==> config.mk <==
export PLATFORM = sky130hd
export DESIGN_NAME = dmem_responder
export DESIGN_NICKNAME = d
export VERILOG_FILES = /design/src/rtl/dmem_responder.sv
export SDC_FILE = /design/constraint.sdc
export NUM_CORES = 2
export LEC_CHECK = 0
export CAP_MARGIN = 20
export CORE_ASPECT_RATIO = 0.7
export CORE_UTILIZATION = 35
export CTS_BUF_LIST = sky130_fd_sc_hd__clkbuf_8
export DETAILED_ROUTE_END_ITERATION = 8
export GPL_TIMING_DRIVEN = 0
export MAX_ROUTING_LAYER = met4
export SETUP_SLACK_MARGIN = 0.15
export SLEW_MARGIN = 40
export SYNTH_ARGS = -nofsm -noshare
export SYNTH_HDL_FRONTEND = slang
export SYNTH_SLANG_ARGS = --single-unit
==> constraint.sdc <==
create_clock -name clk -period 8.4 [get_ports clk]
set_input_delay 1.26 -clock clk [delete_from_list [all_inputs] [get_ports clk]]
set_output_delay 1.26 -clock clk [all_outputs]
set_load 0.02 [all_outputs]
==> src/rtl/dmem_responder.sv <==
// Doubleword data memory with fixed response latency, address checking and
// a one-cycle MemReady strobe; AddrError qualifies MemReady for rejected requests.
module dmem_responder #(
   parameter int DEPTH   = 32,
   parameter int LATENCY = 2
) (
   input  logic        clk,
   input  logic        reset,
   input  logic        MemRead,
   input  logic        MemWrite,
   input  logic [63:0] Address,
   input  logic [63:0] WriteData,
   output logic [63:0] ReadData,
   output logic        MemReady,
   output logic        Busy,
   output logic        AddrError
);

   localparam int IW = $clog2(DEPTH);
   localparam int CW = $clog2(LATENCY + 1);

   localparam logic [1:0] IDLE   = 2'd0;
   localparam logic [1:0] ACCESS = 2'd1;
   localparam logic [1:0] DONE   = 2'd2;

   logic [1:0]    state;
   logic [CW-1:0] cnt;
   logic [IW-1:0] idx_q;
   logic [63:0]   wdata_q;
   logic          wr_q;
   logic          err_q;
   logic [63:0]   mem [DEPTH];

   logic req;
   logic addr_ok;
   logic req_err;
   logic commit;

   // Validity is decided at acceptance so only the index needs to be held.
   assign req     = MemRead | MemWrite;
   assign addr_ok = (Address[2:0] == 3'b000) && (Address[63:3+IW] == '0);
   assign req_err = (MemRead & MemWrite) | ~addr_ok;
   assign commit  = (state == ACCESS) && (cnt == '0) && !err_q;

   always_ff @(posedge clk) begin
      if (reset) begin
         state   <= IDLE;
         cnt     <= '0;
         idx_q   <= '0;
         wdata_q <= '0;
         wr_q    <= 1'b0;
         err_q   <= 1'b0;
      end else begin
         case (state)
            IDLE: begin
               if (req) begin
                  state   <= ACCESS;
                  cnt     <= CW'(LATENCY - 1);
                  idx_q   <= Address[3 +: IW];
                  wdata_q <= WriteData;
                  wr_q    <= MemWrite;
                  err_q   <= req_err;
               end
            end
            ACCESS: begin
               if (cnt == '0) state <= DONE;
               else           cnt   <= cnt - CW'(1);
            end
            DONE:    state <= IDLE;
            default: state <= IDLE;
         endcase
      end
   end

   always_ff @(posedge clk) begin
      if (reset) begin
         for (int unsigned i = 0; i < DEPTH; i++) mem[IW'(i)] <= '0;
      end else if (commit && wr_q) begin
         mem[idx_q] <= wdata_q;
      end
   end

   always_ff @(posedge clk) begin
      if (reset)                ReadData <= '0;
      else if (commit && !wr_q) ReadData <= mem[idx_q];
   end

   assign MemReady  = (state == DONE);
   assign Busy      = (state != IDLE);
   assign AddrError = MemReady & err_q;

endmodule

; Yosys cells after proc, flatten, opt, wreduce, memory -nomap -nowiden
; Memory sizes are Yosys's and may differ from the RTL's. A register that Yosys moved wholly into a read port is not among the register bits.
; Cells that the tools add are included.
[classes]
muxes = 13
n_eq_ne = 5
reduce_logical = 17
addsub = 1
bitwise_logic = 5
[op_table]
columns = operator, count
row1 = $mux W64, 1
row2 = $reduce_or A64 Y1, 1
row3 = $logic_not A56 Y1, 1
row4 = $pmux W2 S2, 2
row5 = $mux W1, 6
row6 = $mux W2, 3
row7 = $logic_and A1 B1 Y1, 5
row8 = $mux W5, 1
row9 = $logic_not A2 Y1, 2
row10 = $ne A2 B2 Y1 const B, 2
row11 = $reduce_and A2 Y1, 2
row12 = $reduce_bool A2 Y1, 2
row13 = $logic_not A3 Y1, 1
row14 = $reduce_and A3 Y1, 1
row15 = $and A1 B1 Y1, 2
row16 = $eq A2 B1 Y1 const B, 1
row17 = $eq A2 B2 Y1 const B, 1
row18 = $logic_not A1 Y1, 2
row19 = $ne A2 B1 Y1 const B, 1
row20 = $or A1 B1 Y1, 2
row21 = $sub A2 B1 Y2 const B, 1
row22 = $not A1 Y1, 1
[totals]
in_bits = 132
mem_count = 1
elab_cells = 48
register_bits = 75
ram_bits = 2048
output_inout_bits = 67
[memory_table]
columns = name, depth, width, read_ports, rd_clocked_by_memory_dff, write_ports, line
row1 = mem, 32, 64, 1, 1, 32, 32  ; logic [63:0] mem [DEPTH];

; Longest topological paths before layout
[depth]
word_depth = 9
mapped_depth = 10
depth_no_buf = 7

; Least setup slack after synthesis
; OpenSTA, ideal clock, no wires.
[synth_path]
path_type = input -> register
start = input reset
end = memory mem[12][0] (enable)
setup_time_ns = 0.394
setup_slack_ns = 4.860
required_ns = 8.006
path_buffers = 2
arrival_time_ns = 3.146
path_stages = 6
cell_sequence = clkbuf_1 and4bb_2 nand2_2 nor2_1 clkbuf_1 or2_2
[synth_rtl]
columns = element, line
row1 = from (decl), 8  ; input logic reset,
row2 = to (decl), 32

==> run metrics <==
Slew HR=0.284; fillers=25600; r2r startpoint=idx_q[1]; critical path's top delay family=buffers and inverters; VDD IR-drop max=156 uV; hold path cells=1; Final WS setup=3.58 ns; ys flop type=edfxtp_1; Routed Antenna Nets=0; number of synthesized flops with an enable pin=2048; Yosys cell types=70; pre-CTS WS=3.60 ns; cell mode on critical path=buf_4; Setup crit end kind=flip-flop; register area=64300 um^2; Post-synth ARST share=0; Final Setup Violations=0; DRC Markers=6; io pins=199; min-delay src=cnt[0]; Synthesized Nets=6964; Cell Area, Synth=97900 um^2; total number of yosys warnings=0; largest net degree at the start of global routing=31; Hold Path End=cnt[0]; cells along the critical path=buf_4, buf_4, buf_2, buf_4, buf_4, mux2i_1, nor2_1, nor4_1, a311oi_1; vias in the first global route=61500; Starting Density=0.352; Final Hold Fails=0; Avg Inst Size Synth=14.3 um^2; status=finished with violations; Worst Path Max Fanout=10; critical path's largest stage delay=0.79 ns; CP arrival=5.68 ns; Die Y=444 um; Synth Instances=6831; wire per inst=37.7 um; RSZ-0062 raised after global routing=false; worst slew pin tran=1.04 ns; Pins Over Slew Limit=0; fin nets=7607; row count=162; Root Driver=clkbuf_8; Tot Pwr=24700 uW; startpoint types=flip-flop; share of the yosys chip area belonging to registers=0.657; CTS tree=yes; post-CTS sizing=0; Clk pin slew, worst setup/hold paths=0.07 ns; Reg2Reg Depth=9; DRT Pass-1 Iters=9; vias=67200; CP max-delay cell=mux2i_1; skew final=0.0586 ns; failing checks=DRC; clock latency on the worst-skew pair=1.04 ns; core outline area=278000 um^2; r2r setup slk=3.58 ns; Final GP Congestion=1.04; die area=282000 um^2; Total GRT Usage=0.309; sw frac=0.295; Period minus WS final=4.82 ns; vias per std cell=5.85; Sum Neg Setup Slack=0 ns; register share of total power=0.508; Reg-to-Reg End=ReadData[60]; GRT overflow=0; Max Cap Viol=0; Psw=7290 uW; First DRT Iteration DRCs=12300; clock sinks=2187; postcts setup bufs=0; Logic pwr share=0.131; first-pass GRT wire length=560 mm; Clk pwr share=0.361; Internal Power=17400 uW; FF+latch count, synth=2187; critical path type=flip-flop to flip-flop; area leader, netlist=edfxtp_1; CTS Buf Count=357; clock tree buffer depth=4; WP buf/inv=5; H-tree depth=5; Final period util=0.574; layout cells sized above 1=0.154; total leakage power=0.0398 uW; FMAX=0.207 GHz; initial antenna violation count=43; Die Width=634 um; area of the multi-input gates=30900 um^2; Routed WL=433 mm; Crit. Startpoint=idx_q[1]; Req. time, crit path=9.26 ns; Area Growth Syn to Fin=15.6%; synth top area cells=edfxtp_1, and2_1, mux4_2, mux2i_1, dfxtp_1; Pwr Density=218 nW/um^2; post-synth top area share=0.628; Port Buffers=197; Min-Delay Path Class=flip-flop to flip-flop; hold_buf cts=0; HPWL Detailed=319 mm
## cells in the final DEF (no fill, tap or decap), types with 104 or more instances in the layout
master	n
clkbuf_8	377
o22ai_1	139
dfxtp_1	139
clkbuf_1	404
clkdlybuf4s50_1	197
mux2i_1	478
nor2_1	180
clkbuf_2	104
inv_1	139
nand2_1	209
mux4_2	243
and2_1	2052
edfxtp_1	2048
## metal layers
layer / share of wire / wire length (um) / global-route usage / vias up
li1: - / - / - / 26200
met1: 0.38 / 166000 / 0.400 / 34500
met2: 0.38 / 166000 / 0.386 / 5623
met3: 0.19 / 83100 / 0.185 / 862
met4: 0.043 / 18800 / 0.113 / 0
met5: 0 / 0 / - / -
## cell type report
cell class	count	share of cell area
well taps	3690	0.0408
clock buffers	377	0.0458
clock inverters	258	0.0109
repair buffers	284	0.0318
flip-flops and latches	2187	0.568
inverters	4	0.000133
plain buffers	676	0.0286
diodes	48	0.00106
multi-input cells	3964	0.273
## registers in the layout (all words and copies together), names as in the netlist
register / cells
mem: 2048
ReadData: 64
wdata_q: 64
idx_q: 5
cnt: 2
state: 2
err_q: 1
wr_q: 1
## worst max path at each step
stage	end	slack [ns]	cells past startpoint
after floorplan	mem[12][0]	4.86	6
after global placement	mem[12][5]	2.62	6
after detailed placement	mem[0][42]	3.60	8
after CTS	ReadData[60]	4.08	9
after global routing	ReadData[60]	3.83	9
final	ReadData[60]	3.58	9
## power by group through the flow
| stage | sequential, uW | clock [uW] | combinational, uW |
|---|---|---|---|
| floorplan | 12600 | 0 | 1310 |
| global placement | 12800 | 0 | 2850 |
| detailed placement | 12800 | 0 | 2990 |
| CTS | 12500 | 8840 | 3000 |
| global route | 12600 | 9280 | 3180 |
| finish | 12500 | 8930 | 3240 |
## synth_stat cells, drive strengths merged, types with 4 or more instances
cell	instances
a22o	10
o211ai	24
or3	16
or4	13
nor4b	16
o21ai	76
mux2i	513
a31oi	13
or2	36
a311oi	52
mux4	243
edfxtp	2048
o22ai	155
nor2b	7
o2111ai	10
nor2	186
inv	4
mux2	33
a22oi	54
a211o	10
a21oi	81
nand4	4
nand2	211
nor4	39
nor3	7
clkbuf	508
buf	168
and2	2053
dfxtp	139
nand2b	9
a221oi	44
a211oi	14
## metrics by stage
step | area (um^2) | utilization | hold WS (ns) | instances
floorplan | 97900 | - | 0.443 | 6831
global placement | 104000 | 0.375 | 0.462 | 10700
detailed placement | 106000 | 0.382 | 0.475 | 10800
CTS | 113000 | 0.405 | 0.487 | 11400
global route | 113000 | 0.406 | 0.528 | 11500
finish | 113000 | 0.407 | 0.482 | 11500
## worst reg2reg max path, cell delays in order, from the launching register on
cell and delay (ns):
dfxtp_1 0.31, buf_4 0.28, buf_4 0.38, buf_2 0.62, buf_4 0.54, buf_4 0.58, mux2i_1 0.82, nor2_1 0.18
nor4_1 0.76, a311oi_1 0.19
## cells by family after synthesis
family | count (synthesis) | synth area share
simple gates | 2619 | 0.159
flops | 2187 | 0.657
mux | 789 | 0.112
buf+inv | 680 | 0.0323
compound gates | 555 | 0.0397
fa+ha+maj | 1 | 0.000128
(Power assumes the default switching activity.)
